**config.mk**
```make
export PLATFORM = sky130hd
export DESIGN_NAME = pll_reset_seq
export DESIGN_NICKNAME = d
export VERILOG_FILES = /design/src/rtl/pll_reset_seq.sv
export SDC_FILE = /design/constraint.sdc
export NUM_CORES = 1
export LEC_CHECK = 0
export BUFFER_PORTS_ARGS = -buffer_cell sky130_fd_sc_hd__buf_4
export CAP_MARGIN = 20
export CELL_PAD_IN_SITES_DETAIL_PLACEMENT = 0
export CELL_PAD_IN_SITES_GLOBAL_PLACEMENT = 2
export CORE_MARGIN = 8
export CORE_UTILIZATION = 30
export DETAILED_ROUTE_END_ITERATION = 6
export MAX_ROUTING_LAYER = met4
export PLACE_DENSITY = 0.7
export SLEW_MARGIN = 30
export SYNTH_ARGS = -nofsm -noshare
export SYNTH_HDL_FRONTEND = slang
export SYNTH_SLANG_ARGS = --single-unit
export TNS_END_PERCENT = 10
```
**constraint.sdc**
```tcl
create_clock -name refclk -period 3.1 [get_ports refclk]
set_input_delay 0.62 -clock refclk [delete_from_list [all_inputs] [get_ports refclk]]
set_output_delay 0.62 -clock refclk [all_outputs]
set_load 0.005 [all_outputs]
```
**src/rtl/pll_reset_seq.sv**
```systemverilog
// PLL reset and lock sequencer: pulses pll_rst, qualifies lock, releases sys_rst.
// Optional WAIT_LOCK timeout compiled in with `define PLL_LOCK_TIMEOUT_EN.
module pll_reset_seq #(
  parameter int RST_CYCLES          = 16,
  parameter int LOCK_STABLE_CYCLES  = 256,
  parameter int LOCK_TIMEOUT_CYCLES = 65536,
  parameter int CNT_W               = 17
) (
  input  logic       refclk,
  input  logic       rst,
  input  logic       locked,
  input  logic       relock_req,
  output logic       pll_rst,
  output logic       sys_rst,
  output logic       ready,
  output logic [1:0] state,
  output logic [7:0] fail_cnt
);

  localparam logic [1:0] PLL_RST   = 2'd0;
  localparam logic [1:0] WAIT_LOCK = 2'd1;
  localparam logic [1:0] STABLE    = 2'd2;
  localparam logic [1:0] RUN       = 2'd3;

  localparam logic [CNT_W-1:0] RST_LAST =
    CNT_W'(RST_CYCLES - 1);
  localparam logic [CNT_W-1:0] STABLE_LAST =
    CNT_W'(LOCK_STABLE_CYCLES - 1);
`ifdef PLL_LOCK_TIMEOUT_EN
  localparam logic [CNT_W-1:0] TO_LAST =
    CNT_W'(LOCK_TIMEOUT_CYCLES - 1);
`endif

  // Reject degenerate configurations at elaboration.
  if (RST_CYCLES < 2 || LOCK_STABLE_CYCLES < 2 ||
      LOCK_TIMEOUT_CYCLES < 2) begin : g_param_err
    $error("pll_reset_seq: cycle parameters must be >= 2");
  end

  logic             locked_m;
  logic             locked_s;
  logic [CNT_W-1:0] cnt;
  logic [1:0]       state_n;
  logic             fail_inc;

  // Two-flop synchroniser for the asynchronous lock indication.
  always_ff @(posedge refclk or posedge rst) begin
    if (rst) begin
      locked_m <= 1'b0;
      locked_s <= 1'b0;
    end else begin
      locked_m <= locked;
      locked_s <= locked_m;
    end
  end

  // Next-state decode; lock loss outranks a relock request.
  always_comb begin
    state_n  = state;
    fail_inc = 1'b0;
    unique case (state)
      PLL_RST: begin
        if (cnt == RST_LAST)
          state_n = WAIT_LOCK;
      end
      WAIT_LOCK: begin
        if (locked_s)
          state_n = STABLE;
`ifdef PLL_LOCK_TIMEOUT_EN
        else if (cnt == TO_LAST) begin
          state_n  = PLL_RST;
          fail_inc = 1'b1;
        end
`endif
      end
      STABLE: begin
        if (!locked_s)
          state_n = WAIT_LOCK;
        else if (cnt == STABLE_LAST)
          state_n = RUN;
      end
      RUN: begin
        if (!locked_s) begin
          state_n  = PLL_RST;
          fail_inc = 1'b1;
        end else if (relock_req) begin
          state_n = PLL_RST;
        end
      end
      default: state_n = PLL_RST;
    endcase
  end

  // State register and per-state cycle counter, cleared on entry.
  always_ff @(posedge refclk or posedge rst) begin
    if (rst) begin
      state <= PLL_RST;
      cnt   <= '0;
    end else begin
      state <= state_n;
      if (state_n != state)
        cnt <= '0;
      else
        cnt <= cnt + 1'b1;
    end
  end

  // Outputs registered from the next state to align with state.
  always_ff @(posedge refclk or posedge rst) begin
    if (rst) begin
      pll_rst <= 1'b1;
      sys_rst <= 1'b1;
      ready   <= 1'b0;
    end else begin
      pll_rst <= (state_n == PLL_RST);
      sys_rst <= (state_n != RUN);
      ready   <= (state_n == RUN);
    end
  end

  // Saturating failure counter, cleared only by rst.
  always_ff @(posedge refclk or posedge rst) begin
    if (rst)
      fail_cnt <= 8'd0;
    else if (fail_inc && fail_cnt != 8'hFF)
      fail_cnt <= fail_cnt + 8'd1;
  end

endmodule

```
# Word-level counts from Yosys, hierarchy flattened
# Cells that the tools add are included.
dict set report classes {
  addsub 2
  n_mul 0
  div 0
  order_cmp 0
  n_eq_ne 9
  n_shift 0
  n_mux 10
  bitwise 0
  n_reduce_logical 3
}
# cell n
set ops {}
lappend ops {{$add A17 B1 Y17 const B} 1}
lappend ops {{$eq A17 B4 Y1 const B} 1}
lappend ops {{$eq A17 B8 Y1 const B} 1}
lappend ops {{$mux W17} 1}
lappend ops {{$mux W2} 6}
lappend ops {{$add A8 B1 Y8 const B} 1}
lappend ops {{$ne A8 B8 Y1 const B} 1}
lappend ops {{$pmux W2 S4} 1}
lappend ops {{$eq A2 B2 Y1 const B} 3}
lappend ops {{$logic_not A2 Y1} 2}
lappend ops {{$eq A2 B1 Y1 const B} 1}
lappend ops {{$mux W1} 2}
lappend ops {{$ne A2 B2 Y1} 1}
lappend ops {{$ne A2 B2 Y1 const B} 1}
lappend ops {{$logic_and A1 B1 Y1} 1}
dict set report totals {
  reg_bits 32
  latchBits 0
  ram_bits 0
  rom_bits 0
  inputBits 4
  output_inout_bits 13
  word_cells 32
  memories 0
}

# Longest topological paths before layout
# Gate-level depths: netlist (run 1).
dict set report logic_depth {
  ltp_word 6
  mapped_depth 6
}

# Least setup slack after synthesis (run 1)
# Ideal clock, no wire load.
dict set report synth_path {
  path_kind {flip-flop to flip-flop}
  startpoint {reg fail_cnt[0]}
  endpoint {reg fail_cnt[1]}
  setup_ns 0.125
  arrival_time_ns 1.639
  required_time_ns 2.975
  slack_ns 1.336
  path_stages_with_launch 5
  n_path_buf 0
  cell_sequence {dfrtp_1 -> ha_1 -> and2_1 -> a311oi_2 -> mux2_2}
}
dict set report synth_between {
  elab_chain_len 2
}
# item line_no
set synth_rtl {}
lappend synth_rtl {{from (decl)} 17} ;# output logic [7:0] fail_cnt
lappend synth_rtl {{from (signal assigned)} 126} ;# fail_cnt <= fail_cnt + 8'd1;
lappend synth_rtl {{parallel branches: the longest is 2 deep, another holds $add A8 B1 Y8} -}
# Parallel ways; which one is timed is not known.
# A chain may end at the register's enable or synchronous reset.

# Worst setup path in the final report (run 1)
dict set report layout_path {
  startpoint {reg cnt[9]}
  endpoint {reg cnt[1]}
}
dict set report layout_between {
  elab_chain_len 6
}
# item line_no
set layout_rtl {}
lappend layout_rtl {{from (decl)} 42} ;# logic [CNT_W-1:0] cnt;
lappend layout_rtl {{from (signal assigned)} 104} ;# cnt <= cnt + 1'b1;
lappend layout_rtl {{$eq A17 B8 Y1} 79} ;# else if (cnt == STABLE_LAST)
lappend layout_rtl {{$mux W2} 79}
lappend layout_rtl {{$mux W2} 77} ;# if (!locked_s)
lappend layout_rtl {{$pmux W2 S4 *} 61} ;# unique case (state)
lappend layout_rtl {{$ne A2 B2 Y1 *} 101} ;# if (state_n != state)
lappend layout_rtl {{$mux W17 *} 101}
# Every way passes the cells marked *; elsewhere a longest branch is shown, timed or not.

==> flow_metrics.py, run 1 <==
metrics = {
    "global_route": {
        "grt-ovfl-total": 0,
        "grtUsageMet2_pct": 14.23,
        "busiest_layer": "met2",
        "grt_pass1_wl_mm": 5.644,
        "use_met3_pct": 2.627,
        "grt_pass1_vias": 1147,
        "grt_max_degree": 33,
        "antenna_found_initial": 0,
        "use_met1_pct": 11.93,
        "grt_usage_pct": 9.719,
    },
    "timing": {
        "fin_tns_setup_ps": 0,
        "setup_violations": 0,
        "finClkSkew_ps": 6.948,
        "finalCritPeriodShare_pct": 68.95,
        "slew_headroom_pct": 46.25,
        "max_freq_mhz": 467.9,
        "slew_viol_final": 0,
        "tightest_slew_ps": 806.2,
        "hold_violations": 0,
        "period_needed_ps": 2137,
        "rsz0062_at_grt": "false",
    },
    "synth": {
        "syn_area_per_cell_um2": 10.97,
        "synth-seq-area-share_pct": 51.57,
        "yosys.area_share.simple_pct": 18.47,
        "syn_area_um2": 1558,
        "synth_commonest_cells": "30 x dfrtp_1, 16 x a21oi_1, 15 x xnor2_1",
        "yosysMostFrequentCell": "dfrtp_1",
        "ys_warn_count": 0,
        "yosys.area.top_type": "dfrtp_1",
        "synthTopCellsByArea": "dfrtp_1 48%, xnor2_1 8.4%, a21oi_1 5.1%",
        "synth-xor-area-share_pct": 11.81,
        "synth_compound_area_share_pct": 13.57,
        "synthAdderAreaFrac_pct": 1.606,
        "synth_edf_count": 0,
        "ys_ff_latch": 32,
        "synth_cells": 142,
        "synth_top_family_by_area": "simple AND/OR/NAND/NOR gates",
        "synth-async-reset-ratio_pct": 100.0,
        "synth_flop_cell": "dfrtp_1",
        "syn-num-nets": 148,
        "synth_cell_types": 38,
        "muxShareOfSynthArea_pct": 0.7229,
        "yosysTopAreaCellShare_pct": 48.19,
    },
    "setup_path": {
        "critical_path_arrival_ps": 2250,
        "rr_worst_depth": 4,
        "rr_endpoint": "cnt[1]",
        "reg2reg_slack_ps": 960,
        "worstReg2RegStart": "cnt[9]",
        "worst_setup_path_end_kind": "flop",
        "cp_max_fo": 19,
        "worstSetupPathType": "flop to flop",
        "cp-start-kind": "flop",
        "worst-endpoint-required_ps": 3210,
    },
    "worst_hold_path": {
        "hold_end": "locked_s",
        "hp-start": "locked_m",
        "hold_path.class": "flop to flop",
        "hold_depth": 0,
    },
    "routing": {
        "ant_nets": 0,
        "first_iter_violations": 72,
        "drc": 0,
        "wirelength_mm": 3.234,
        "wl_per_cell_um": 13.76,
        "drt_first_pass_iters": 4,
        "vias": 1152,
        "vias_per_cell": 4.902,
    },
    "cells_and_area": {
        "fin_cells": 235,
        "drive_above_1_share_pct": 22.42,
        "layout.nets": 170,
        "antenna_cells": 0,
        "fillerInstances": 539,
        "syn_to_final_growth_pct": 18.47,
    },
    "clock_tree": {
        "clock_latency_ps": 280,
        "cts.repair.resized": 0,
        "clk_path_buf_depth": 2,
        "cts_tree": "built",
        "cts_setup_buffers": 0,
        "cts_root_buf": "clkbuf_8",
        "cts.sinks": 32,
        "clk_pin_slew_worst_paths_ps": 70,
        "postCtsHoldBufs": 0,
        "cts_max_level": 2,
        "cts_inserted_buffers": 5,
    },
    "power": {
        "p_leak_nw": 0.7707,
        "power.density_nw_per_um2": 642.0,
        "totalPowerFinal_mw": 1.185,
        "ir_drop_mv": 0.2929,
    },
    "placed_design": {
        "place.gp.congestion": 0.7483,
        "io_buffers": 16,
        "dp_hpwl_mm": 2.318,
        "dp_cells": 227,
    },
    "run": {
        "maxCapViolations": 0,
    },
    "floorplan": {
        "die_h_um": 88.06,
        "die_area_um2": 7755,
        "core_um2": 5075,
        "start_util_pct": 30.70,
        "fp.dieW_um": 88.06,
        "ios": 17,
        "rows": 26,
    },
    "outcome": {
        "status": "finished clean",
    },
}
## layout by cell type (no fill, tap or decap), types with 4 or more instances in the layout
cell type / instances
nand4_1: 5
clkbuf_8: 6
nor4_1: 5
buf_4: 18
xor2_1: 6
nand3_1: 10
nor2_1: 4
a21oi_1: 16
xnor2_1: 15
nor3_1: 5
dfrtp_1: 30
nand2_1: 10
## routing by layer
layer / wire, um / part of all wire [%] / vias up
met5: 0 / 0 / -
met4: 81 / 2.5 / 0
met3: 97 / 3.0 / 5
met2: 1507 / 47 / 16
met1: 1547 / 48 / 572
li1: - / - / 559
## layout make-up
type                    count  area, um^2  area share [%]
inverters                   2       7.507          0.4068
clock buffers               6       82.58           4.475
repair buffers             18       135.1           7.322
multi-input cells         105       719.4           38.98
flip-flops and latches     32       803.3           43.53
well taps                  70       87.58           4.746
clock inverters             2       10.01          0.5424
## kinds of logic (layout without fill, tap and decap cells)
kind of cell,after synthesis,in the layout
AOI/OAI and AO/OA,29,29
muxes,1,1
and+or+nand+nor,52,52
adders and majority gates,2,2
DFF,32,32
buffers and inverters,5,28
xor gates and xnor gates,21,21
## how the worst max path moves through the flow
stage | startpoint | cells after the start | to
finish | cnt[9] | 4 | cnt[1]
global route | cnt[9] | 4 | cnt[1]
CTS | cnt[9] | 4 | cnt[1]
detailed placement | cnt[9] | 4 | cnt[15]
global placement | cnt[9] | 4 | cnt[15]
floorplan | fail_cnt[0] | 4 | fail_cnt[1]
## registers in the layout, summed over array words and instances (netlist names)
| register | count |
|---|---|
| ready | 1 |
| state | 2 |
| cnt | 17 |
| pll_rst | 1 |
| fail_cnt | 8 |
| locked_m | 1 |
| locked_s | 1 |
| sys_rst | 1 |
## stage by stage
step                      setup WS [ps]  cell area (um^2)  utilization, %  hold WS, ps
after detailed placement          954.8              1753           34.54        338.7
after CTS                         949.8              1846           36.37        356.7
after floorplan                    1336              1558               -        331.2
final                             962.6              1846           36.37        352.9
after global routing              739.1              1846           36.37        373.8
after global placement             1002              1753           34.54        336.1
## critical path, stage by stage (launching register included)
cell and delay, ps:
dfrtp_1 460, nor4_1 300, nand3_1 280, o31ai_4 730, a21boi_0 200
## power breakdown
part           leakage [nW]  total (mW)  switching, mW  internal (mW)
clock                0.0510       0.326          0.149          0.177
sequential            0.425       0.550         0.0683          0.481
combinational         0.295       0.309          0.166          0.143
total                 0.771        1.18          0.384          0.801
Note: power is estimated with default switching activity, not from simulation.
==> inputs of run 2 (changes only) <==
- PLACE_DENSITY: 0.7 -> 0.73
- clock period: 3.1 -> 1.7 ns (I/O delays scaled with it)
==> flow_metrics.py, run 2 (synthesized netlist as in run 1, its figures left out) <==
metrics = {
    "outcome": {
        "status": "finished clean",
    },
    "routing": {
        "wl_per_cell_um": 13.85,
        "ant_nets": 0,
        "vias_per_cell": 4.855,
        "vias": 1272,
        "drc": 0,
        "wirelength_mm": 3.630,
        "drt_first_pass_iters": 4,
        "first_iter_violations": 47,
    },
    "cells_and_area": {
        "layout.nets": 197,
        "final-seq-area_um2": 804.5,
        "reg.largest.list": "cnt: 17 flops, fail_cnt: 8 flops, state: 2 flops",
        "regMostFlops": "cnt",
        "most-common-layout-cells": "38 x buf_4, 29 x dfrtp_1, 16 x a21oi_1",
        "syn_to_final_growth_pct": 38.55,
        "drive_above_1_share_pct": 37.50,
        "multi_input_area_um2": 794.5,
        "final_common_cell": "buf_4",
        "largest_register_ffs": 17,
        "antenna_cells": 0,
        "fillerInstances": 502,
    },
    "power": {
        "p_comb_share_pct": 36.6,
        "ir_drop_mv": 0.7476,
        "p_leak_nw": 0.9285,
        "seq_power_share_pct": 38.8,
        "p_clk_share_pct": 24.7,
        "switching_share_pct": 32.41,
        "power.density_nw_per_um2": 1151,
        "p_int_mw": 1.679,
        "p_switching_uw": 805.2,
    },
    "global_route": {
        "grt_max_degree": 33,
        "antenna_found_initial": 0,
        "grt_pass1_vias": 1331,
        "grt_usage_pct": 10.58,
        "grt_pass1_wl_mm": 6.244,
        "grt-ovfl-total": 0,
    },
    "setup_path": {
        "cp-start-kind": "flop",
        "path_buf_inv": 1,
        "slowest_stage": "or4_4",
        "cpPeakStageDelay_ps": 540,
        "critPathTopFamily": "simple AND/OR/NAND/NOR gates",
        "critical_path_arrival_ps": 1830,
        "crit_start": "cnt[4]",
        "worst_setup_path_end_kind": "flop",
        "worst-endpoint-required_ps": 1840,
        "path_cells": "or4_4 > o31ai_4 > buf_12 > a22oi_2",
        "worstSetupPathType": "flop to flop",
        "worstReg2RegStart": "cnt[4]",
        "cp_max_fo": 11,
    },
    "timing": {
        "max_freq_mhz": 591.6,
        "slew_viol_final": 0,
        "fin_tns_setup_ps": 0,
        "slew_headroom_pct": 67.01,
        "rsz0062_at_grt": "true",
        "finalCritPeriodShare_pct": 99.43,
        "setup_violations": 0,
        "holdWs_ps": 150.7,
        "period_needed_ps": 1690,
        "hold_violations": 0,
        "finClkSkew_ps": 7.166,
        "tightest_slew_ps": 493.8,
    },
    "clock_tree": {
        "cts_max_level": 2,
        "clk_pin_slew_worst_paths_ps": 70,
        "cts.sinks": 32,
        "cts_root_buf": "clkbuf_8",
        "clock_latency_ps": 280,
        "clk_path_buf_depth": 2,
        "cts_inserted_buffers": 5,
        "cts_tree": "built",
    },
    "run": {
        "maxCapViolations": 0,
    },
    "floorplan": {
        "die_area_um2": 7755,
        "rows": 26,
        "start_util_pct": 30.70,
        "core_um2": 5075,
        "fp.dieW_um": 88.06,
        "die_h_um": 88.06,
        "ios": 17,
    },
    "placed_design": {
        "place.gp.congestion": 0.8282,
        "io_buffers": 16,
        "dp_hpwl_mm": 2.563,
    },
    "worst_hold_path": {
        "hold_path.class": "primary input to asynchronous set/reset pin",
    },
}
run 2: changes by cell type in the layout (fill, tap and decap cells not counted), sizes merged:
cell and change:
buf +27, clkinvlp +2, clkinv -2
run 2: final cells by class:
| cell class | count | share of cell area (%) |
|---|---|---|
| tap | 70 | 4.058 |
| clock inverter | 2 | 0.6957 |
| clock buffer | 6 | 3.826 |
| inverter | 2 | 0.3478 |
| multi-input combinational | 105 | 36.81 |
| sequential | 32 | 37.28 |
| timing repair buffer | 45 | 16.99 |
run 2: metal layers:
metal | vias up | track usage [%] | share of wire [%]
li1 | 617 | - | -
met1 | 637 | 12.96 | 47
met2 | 16 | 16.28 | 50
met3 | 2 | 3.096 | 3.1
met4 | 0 | 3.379 | 0.69
met5 | - | - | 0
run 2: stage by stage:
step | setup slack, ps | area [um^2] | util [%] | power, mW | cells
final | 9.678 | 2158 | 42.53 | 2.484 | 262
after detailed placement | -68.82 | 1942 | 38.26 | 1.787 | 249
after floorplan | -15.88 | 1569 | - | 1.399 | 142
after global placement | 6.018 | 1942 | 38.26 | 1.775 | 249
after global routing | -29.37 | 2158 | 42.53 | 2.650 | 262
after CTS | 4.822 | 2066 | 40.71 | 2.428 | 259
run 2: worst paths after layout:
kind                             to  cells past startpoint  slack (ps)
hold reg to reg            locked_s                      0         360
setup reg to reg            cnt[15]                      4          10
max in group asynchronous   pll_rst                      3        1230
setup / recovery            cnt[15]                      4          10
hold / removal             locked_s                      3         150
min in group refclk        locked_m                      1         160
run 2: repair_timing:
action / 4_1_cts / 5_1_grt
setup endpoints to repair: 22 / 21
pin swaps: 2 / 5
cloned: 0 / 1
hold buffers: 0 / 0
endpoints found under the hold margin: 0 / 0
gates resized for setup: 2 / 16
setup buffers: 2 / 2
run 2: worst reg2reg max path, cell delays in order, from the launching register on:
cell and delay, ps:
dfrtp_2 430, or4_4 540, o31ai_4 330, buf_12 170
a22oi_2 70
run 2: power by group through the flow:
stage	clock network, mW	logic (mW)	registers, mW
6_report	0.613	0.908	0.963
5_1_grt	0.685	0.983	0.982
4_1_cts	0.642	0.833	0.953
3_5_place_dp	0	0.820	0.967
3_3_place_gp	0	0.813	0.962
2_1_floorplan	0	0.415	0.983
